===== config.mk =====
export PLATFORM = sky130hd
export DESIGN_NAME = ex_muldiv
export DESIGN_NICKNAME = d
export VERILOG_FILES = /design/src/rtl/cpu_pkg.sv /design/src/rtl/muldiv_negate.sv /design/src/rtl/ex_muldiv.sv
export SDC_FILE = /design/constraint.sdc
export NUM_CORES = 1
export LEC_CHECK = 0
export ABC_CLOCK_PERIOD_IN_PS = 7500
export BUFFER_PORTS_ARGS = -buffer_cell sky130_fd_sc_hd__buf_4
export CORE_UTILIZATION = 60
export CTS_BUF_LIST = sky130_fd_sc_hd__clkbuf_2
export DETAILED_ROUTE_END_ITERATION = 7
export GPL_TIMING_DRIVEN = 0
export PLACE_DENSITY_LB_ADDON = 0.05
export RECOVER_POWER = 50
export SETUP_SLACK_MARGIN = 0.5
export SLEW_MARGIN = 20
export SYNTH_ARGS = -nofsm -noshare
export SYNTH_HDL_FRONTEND = slang
export SYNTH_SLANG_ARGS = --single-unit

===== constraint.sdc =====
create_clock -name clk -period 7.5 [get_ports clk]
set_clock_uncertainty 0.05 [all_clocks]
set_input_delay 1.5 -clock clk [delete_from_list [all_inputs] [get_ports clk]]
set_output_delay 1.5 -clock clk [all_outputs]
set_load 0.01 [all_outputs]

===== src/rtl/cpu_pkg.sv =====
// Shared CPU definitions used by the EX-stage multiply/divide unit.
package cpu_pkg;

  localparam int unsigned MULDIV_DATA_BITS = 32;

  typedef enum logic [2:0] {
    OP_NONE  = 3'b000,
    OP_MULT  = 3'b001,
    OP_MULTU = 3'b010,
    OP_DIV   = 3'b011,
    OP_DIVU  = 3'b100,
    OP_MTHI  = 3'b101,
    OP_MTLO  = 3'b110,
    OP_RSVD  = 3'b111
  } muldiv_op_e;

  typedef enum logic [1:0] {
    S_IDLE = 2'b00,
    S_MUL  = 2'b01,
    S_DIV  = 2'b10,
    S_FIX  = 2'b11
  } muldiv_state_e;

endpackage


===== src/rtl/muldiv_negate.sv =====
// Conditional two's-complement negate: dout = en ? -din : din.
module muldiv_negate #(
  parameter int unsigned WIDTH = 32
) (
  input  logic             en,
  input  logic [WIDTH-1:0] din,
  output logic [WIDTH-1:0] dout
);

  always_comb begin
    dout = din;
    if (en) dout = ~din + {{(WIDTH-1){1'b0}}, 1'b1};
  end

endmodule


===== src/rtl/ex_muldiv.sv =====
// EX-stage iterative multiply/divide unit owning the architectural HI/LO registers.
module ex_muldiv
  import cpu_pkg::*;
#(
  parameter int unsigned DATA_BITS = MULDIV_DATA_BITS,
  parameter int unsigned CNT_BITS  = $clog2(DATA_BITS)
) (
  input  logic                 clk,
  input  logic                 rst_n,
  input  logic                 start,
  input  logic [2:0]           op,
  input  logic                 abort,
  input  logic [DATA_BITS-1:0] rs_val,
  input  logic [DATA_BITS-1:0] rt_val,
  output logic                 busy,
  output logic                 done,
  output logic [DATA_BITS-1:0] hi,
  output logic [DATA_BITS-1:0] lo
);

  localparam int unsigned W = DATA_BITS;

  muldiv_state_e  state;
  logic [CNT_BITS-1:0] cnt;
  logic [2*W-1:0] prod;
  logic [W-1:0]   b_reg;
  logic [W-1:0]   a_raw;
  logic           neg_res;
  logic           neg_rem;
  logic           is_div;
  logic           div0;

  muldiv_op_e     op_e;
  logic           is_signed;
  logic [W-1:0]   a_abs;
  logic [W-1:0]   b_abs;

  assign op_e      = muldiv_op_e'(op);
  assign is_signed = (op_e == OP_MULT) || (op_e == OP_DIV);
  assign busy      = (state != S_IDLE);

  muldiv_negate #(.WIDTH(W)) u_neg_a (
    .en   (is_signed & rs_val[W-1]),
    .din  (rs_val),
    .dout (a_abs)
  );

  muldiv_negate #(.WIDTH(W)) u_neg_b (
    .en   (is_signed & rt_val[W-1]),
    .din  (rt_val),
    .dout (b_abs)
  );

  // Multiply: multiplier sits in prod low half and is shifted out as the
  // partial sum is shifted in from the top.
  logic [W:0]     mul_sum;
  logic [2*W-1:0] mul_next;
  assign mul_sum  = {1'b0, prod[2*W-1:W]} + (prod[0] ? {1'b0, b_reg} : {(W+1){1'b0}});
  assign mul_next = {mul_sum, prod[W-1:1]};

  // Divide: prod holds {remainder, dividend/quotient}.
  logic [W:0]     rem_sh;
  logic [W:0]     trial;
  logic [2*W-1:0] div_next;
  assign rem_sh   = {prod[2*W-1:W], prod[W-1]};
  assign trial    = rem_sh - {1'b0, b_reg};
  assign div_next = trial[W] ? {rem_sh[W-1:0], prod[W-2:0], 1'b0}
                             : {trial[W-1:0],  prod[W-2:0], 1'b1};

  logic [2*W-1:0] prod_fix;
  logic [W-1:0]   quo_fix;
  logic [W-1:0]   rem_fix;

  muldiv_negate #(.WIDTH(2*W)) u_neg_p (
    .en   (neg_res),
    .din  (prod),
    .dout (prod_fix)
  );

  muldiv_negate #(.WIDTH(W)) u_neg_q (
    .en   (neg_res),
    .din  (prod[W-1:0]),
    .dout (quo_fix)
  );

  muldiv_negate #(.WIDTH(W)) u_neg_r (
    .en   (neg_rem),
    .din  (prod[2*W-1:W]),
    .dout (rem_fix)
  );

  always_ff @(posedge clk or negedge rst_n) begin
    if (!rst_n) begin
      state   <= S_IDLE;
      cnt     <= '0;
      prod    <= '0;
      b_reg   <= '0;
      a_raw   <= '0;
      neg_res <= 1'b0;
      neg_rem <= 1'b0;
      is_div  <= 1'b0;
      div0    <= 1'b0;
      done    <= 1'b0;
      hi      <= '0;
      lo      <= '0;
    end else begin
      done <= 1'b0;
      if (abort) begin
        state <= S_IDLE;
      end else begin
        case (state)
          S_IDLE: begin
            if (start) begin
              case (op_e)
                OP_MTHI: hi <= rs_val;
                OP_MTLO: lo <= rs_val;
                OP_MULT, OP_MULTU, OP_DIV, OP_DIVU: begin
                  prod    <= {{W{1'b0}}, a_abs};
                  b_reg   <= b_abs;
                  a_raw   <= rs_val;
                  neg_res <= is_signed & (rs_val[W-1] ^ rt_val[W-1]);
                  neg_rem <= is_signed & rs_val[W-1];
                  is_div  <= (op_e == OP_DIV) || (op_e == OP_DIVU);
                  div0    <= (rt_val == '0);
                  cnt     <= CNT_BITS'(W - 1);
                  state   <= ((op_e == OP_DIV) || (op_e == OP_DIVU)) ? S_DIV : S_MUL;
                end
                default: ;
              endcase
            end
          end
          S_MUL: begin
            prod <= mul_next;
            if (cnt == '0) state <= S_FIX;
            else           cnt   <= cnt - 1'b1;
          end
          S_DIV: begin
            prod <= div_next;
            if (cnt == '0) state <= S_FIX;
            else           cnt   <= cnt - 1'b1;
          end
          S_FIX: begin
            if (!is_div) begin
              hi <= prod_fix[2*W-1:W];
              lo <= prod_fix[W-1:0];
            end else if (div0) begin
              hi <= a_raw;
              lo <= '1;
            end else begin
              hi <= rem_fix;
              lo <= quo_fix;
            end
            done  <= 1'b1;
            state <= S_IDLE;
          end
          default: state <= S_IDLE;
        endcase
      end
    end
  end

endmodule


### After elaboration in Yosys (flattened, before gate mapping)

Cells that the tools add are included.

| word-level totals | value |
|---|---|
| register bits | 204 |
| bits of input ports | 71 |
| word-level logic and storage cells | 96 |
| output and inout port bits | 66 |

| cells by class | value |
|---|---|
| add/subtract/negate cells | 8 |
| eq/ne operators | 17 |
| bitwise gates (word level) | 10 |
| multiplexer cells | 32 |
| reductions and logical operators | 17 |

Operators with widths:

| kind | number |
|---|---|
| 32-bit 2-to-1 mux | 13 |
| 64-bit 2-to-1 mux | 4 |
| 64-bit case mux with 3 select lines | 1 |
| 32-bit by 1-bit adder with 32-bit output (second input constant) | 4 |
| 32-bit NOT | 4 |
| 32-bit case mux with 2 select lines | 2 |
| 64-bit by 1-bit adder with 64-bit output (second input constant) | 1 |
| 64-bit NOT | 1 |
| 32-bit by 32-bit adder with 33-bit output | 1 |
| 33-bit by 32-bit subtractor with 33-bit output | 1 |
| 32-bit logical NOT | 1 |
| 4-bit AND reduction | 4 |
| 5-bit 2-to-1 mux | 3 |
| 2-bit 2-to-1 mux | 5 |
| 5-bit case mux with 2 select lines | 1 |
| 3-bit equality test (second input constant) | 3 |
| 3-bit by 2-bit equality test with 1-bit output (second input constant) | 2 |
| 2-bit by 1-bit != test with 1-bit output (second input constant) | 3 |
| 2-bit case mux with 3 select lines | 1 |
| 2-bit nonzero test | 3 |
| 5-bit logical NOT | 1 |
| 5-bit AND reduction | 1 |
| 5-bit by 1-bit subtractor with 5-bit output (second input constant) | 1 |
| 2-bit equality test (second input constant) | 2 |
| other kinds (16) | 21 |

### Logic depth before layout (Yosys ltp)

| depth | value |
|---|---|
| word-level depth | 7 |
| gate-level depth with buffers | 14 |
| depth with buffers taken out | 12 |

### Hierarchy

Synthesis repeated with hierarchy kept, for this count alone.

| unflattened totals | value |
|---|---|
| cells, all modules | 2094 |
| area total of the unflattened synthesis | 18330.1 µm² |

By module, submodules not included:

| module | cells an instance | area an instance (µm²) | sequential area each (µm²) | instances |
|---|---|---|---|---|
| ex_muldiv | 1492 | 13573.0 | 5104.9 | 1 |
| muldiv_negate at u_neg_a ... | 99 | 777.0 | 0.0 | 4 |
| muldiv_negate at u_neg_p | 206 | 1649.1 | 0.0 | 1 |

### Worst setup path after synthesis

Ideal clock, no wire load.

| timing path | value |
|---|---|
| kind | in2reg |
| from | in rs_val[7] |
| to | reg prod[29] |
| library setup time | 0.138 ns |
| buffers on the path | 1 |
| data required time | 7.312 ns |
| arrival time | 3.475 ns |
| stages | 9 |
| setup slack | 3.837 ns |
| cell sequence | clkbuf_1 > or4_1 > nor3_1 > nand4_1 > o21ai_0 > xor2_1 > a21oi_1 > a211oi_1 > a211oi_1 |

| between the ends | value |
|---|---|
| cells in the longest elaborated chain, start to end | 6 |

Ends and longest elaborated chain:

| item | line | source |
|---|---|---|
| from (decl) | ex_muldiv.sv:13 | `input logic [DATA_BITS-1:0] rs_val,` |
| 32-bit NOT | muldiv_negate.sv:12 | `if (en) dout = ~din + {{(WIDTH-1){1'b0}}, 1'b1};` |
| 32-bit by 1-bit adder with 32-bit output | muldiv_negate.sv:12 |  |
| 32-bit 2-to-1 mux | muldiv_negate.sv:12 |  |
| 64-bit 2-to-1 mux | ex_muldiv.sv:114 | `case (op_e)` |
| 64-bit 2-to-1 mux | ex_muldiv.sv:113 | `if (start) begin` |
| 64-bit case mux with 3 select lines | ex_muldiv.sv:111 | `case (state)` |
| to (signal assigned) | ex_muldiv.sv:118 | `prod <= {{W{1'b0}}, a_abs};` |
| to (signal assigned) | ex_muldiv.sv:133 | `prod <= mul_next;` |
| to (signal assigned) | ex_muldiv.sv:138 | `prod <= div_next;` |
| to (decl) | ex_muldiv.sv:25 | `logic [2*W-1:0] prod;` |

No other way between the ends. The select of a mux whose other input is x is not followed.
A chain may end at the register's enable or synchronous reset.

==> results.yml <==
floorplanning:
  row_count: 60
  die_area_mm2: 0.0282
  die-width_um: 168
  io_pins: 137
  start_util: 0.613
  die_height_um: 168
  coreArea_mm2: 0.0270
synthesis:
  synth.top_cells.by_area: "dfrtp_1 (31%), nand2_1 (7.6%), o21ai_0 (7.4%), xnor2_1 (6.4%), ha_1 (5.8%)"
  synth_cell_types: 76
  synth_top_cell_area_share: 0.309
  yosysSeqAreaShare: 0.309
  synthCells: 2120
  synth-warning-count: 0
  yosys.area.top_type: "dfrtp_1"
  ys.flop_type: "dfrtp_1"
  syn_nets: 2269
  synth.cell_area_mm2: 0.0165
  syn_avg_cell_area_um2: 7.79
  ys_ff_latch: 204
  synth_edf_count: 0
  synthArstFlopShare: 1.00
worst_setup_path:
  crit_start: "rst_n"
  rrSetupSlack_ps: 2580
  r2r-start: "prod[0]"
  crit_arrival_ps: 6100
  crit_required_ps: 8190
  reg2reg_to: "prod[61]"
  start_kind: "input pin"
  r2r_cells: 13
  crit_fanout: 73
  cp-end-kind: "async pin"
  criticalPathCategory: "in2async"
power:
  netSwitchingFraction: 0.511
  power.total_w: 0.00663
  p_seq_frac: 0.285
  peakVddDrop_mv: 0.188
  comb_power_share: 0.589
  power_density_mw_per_mm2: 360
  power.switching_w: 0.00339
  power.static_leakage_nw: 8.29
  pwr-share-clk: 0.125
  intPower_w: 0.00324
placed_design:
  port_buffers: 127
  dp_hpwl_um: 49100
  gp_congestion: 1.04
global_route:
  grt_pass1_vias: 17400
  grt_pass1_wl_um: 97700
  grt_overflow_total: 0
  grt_max_degree: 74
  antenna_found_initial: 1
  grt_use_total: 0.450
min_path:
  hp-start: "a_raw[28]"
  min_to: "a_raw[28]"
  hp-class: "reg2reg"
  hold_path_depth: 2
cts:
  root_buffer: "clkbuf_2"
  cts_setup_buffers: 0
  clk_latency_ps: 940
  cts_tree: "built"
  cts_resized: 0
  cts_max_level: 2
  cts.hold.buffers_added: 0
  clk_path_buf_depth: 3
  cts_made_buffers: 55
  cts.sinks: 204
  clk_transition_reported_paths_ps: 90
timing:
  fmax_mhz: 185
  setup_tns_ps: 0
  fin_crit_ps: 5410
  worst_slew_pin_slew_ps: 4320
  setup_violations: 0
  whs_ps: 430
  rsz0062_at_grt: "false"
  timing.final.crit_share: 0.722
  relSlewSlack: -1.88
  hold_viol: 0
  slew_violations: 150
outcome:
  status: "finished, violations left"
  violations: "max-capacitance violations, max-slew violations"
finish:
  final_nets: 2455
  layout-drive-gt1-share: 0.108
  largest_register_ff_count: 64
  areaGrowthSynthToFinish_pct: 11.6
  top_register: "prod"
drt:
  dr.pass1.iters: 6
  met1_length_um: 23400
  wl_met2_um: 28900
  vias: 18100
  vias_per_cell: 6.74
  wl_met3_um: 6960
  antenna_left: 0
  wl_per_cell_um: 23.8
  wl_um: 63900
  highest_layer: "met4"
  drt_iter0_markers: 2479
  drc: 0
flow_run:
  cap_viol_max_count: 3
## cell usage after synthesis, drive strengths merged (4+ instances only)
cell type and n:
a211o 6, a211oi 18, a21o 38, a21oi 140, a221o 6, a22o 6, a22oi 47, a31oi 14
a32oi 5, and2 15, and3 28, buf 22, clkbuf 128, dfrtp 204, ha 76, inv 67
mux2i 35, nand2 335, nand2b 18, nand3 40, nand4 16, nor2 127, nor2b 4, nor3 39
nor4 13, o2111ai 5, o211ai 19, o21a 9, o21ai 270, o21bai 11, o221ai 7, o22ai 36
o31ai 29, o41ai 16, or2 7, or3 25, or4 17, xnor2 121, xor2 52
## per-stage QoR
stage | util | area, um^2 | setup slack (ps) | std cells
floorplan | - | 16500 | 3840 | 2120
global placement | 0.664 | 17900 | 2660 | 2588
detailed placement | 0.667 | 18000 | 2400 | 2590
CTS | 0.685 | 18500 | 2680 | 2685
global route | 0.683 | 18400 | 1330 | 2686
finish | 0.684 | 18400 | 2090 | 2688
## layout by cell type (no fill, tap or decap), types with 11 or more instances in the layout
cell / synthesis / layout
o21ai_1: 25 / 24
buf_4: 1 / 125
a21o_1: 38 / 38
inv_1: 67 / 67
xor2_1: 52 / 52
clkbuf_1: 127 / 130
o21bai_1: 11 / 11
a22oi_1: 47 / 47
nand2_1: 335 / 335
nor3_1: 37 / 37
nand2b_1: 18 / 18
a31oi_1: 14 / 14
xnor2_1: 121 / 121
o41ai_1: 13 / 13
and2_1: 15 / 15
clkbuf_2: 0 / 84
dfrtp_1: 204 / 204
o22ai_1: 36 / 36
a21oi_1: 140 / 140
or4_1: 14 / 14
or3_1: 24 / 24
nand3_1: 39 / 39
clkinv_1: 2 / 11
nor2_1: 127 / 127
nand4_1: 15 / 15
and3_1: 28 / 28
o21ai_0: 245 / 246
a211oi_1: 18 / 18
ha_1: 76 / 76
mux2i_1: 35 / 35
o31ai_1: 28 / 28
o211ai_1: 19 / 19
## cell families (layout without fill, tap and decap cells)
group,after synthesis,in the layout,synth area share
xor+xnor,173,173,0.0918
simple gates,698,698,0.198
fa+ha+maj,78,78,0.0600
compound gates,711,711,0.267
mux,37,37,0.0226
buf+inv,219,443,0.0522
flops,204,204,0.309
other cells,0,3,0
## worst max-delay path by stage
| stage | endpoint | depth (start not counted) | slack, ps |
|---|---|---|---|
| finish | prod[5] | 3 | 2090 |
| global placement | prod[31] | 11 | 2660 |
| global route | hi[22] | 3 | 1330 |
| floorplan | prod[29] | 9 | 3840 |
| CTS | prod[61] | 13 | 2680 |
| detailed placement | prod[31] | 11 | 2400 |
## power by group through the flow
stage          registers (W)  clock network [W]  logic [W]
2_1_floorplan        0.00187                  0    0.00244
3_3_place_gp         0.00187                  0    0.00367
3_5_place_dp         0.00189                  0    0.00378
4_1_cts              0.00187           0.000823    0.00379
5_1_grt              0.00193           0.000878    0.00421
6_report             0.00189           0.000832    0.00391
## critical path: stages
cell and delay, ps:
clkbuf_1 2970, buf_16 290, clkbuf_2 1240
## routing by layer
layer | up-vias | GRT usage
li1 | 7998 | -
met1 | 8455 | 0.542
met2 | 1323 | 0.738
met3 | 331 | 0.0952
met4 | 0 | 0.283
met5 | - | 0
## area by class of cell
cell class	instances	area (um^2)
tap	341	427
multi-input combinational	1697	10600
clock inverter	12	80.1
timing repair buffer	129	975
clock buffer	83	415
antenna	3	7.51
buffer	150	603
inverter	69	259
sequential	204	5100
fill	2247	8530
No activity file was read; power rests on OpenSTA's default activity.
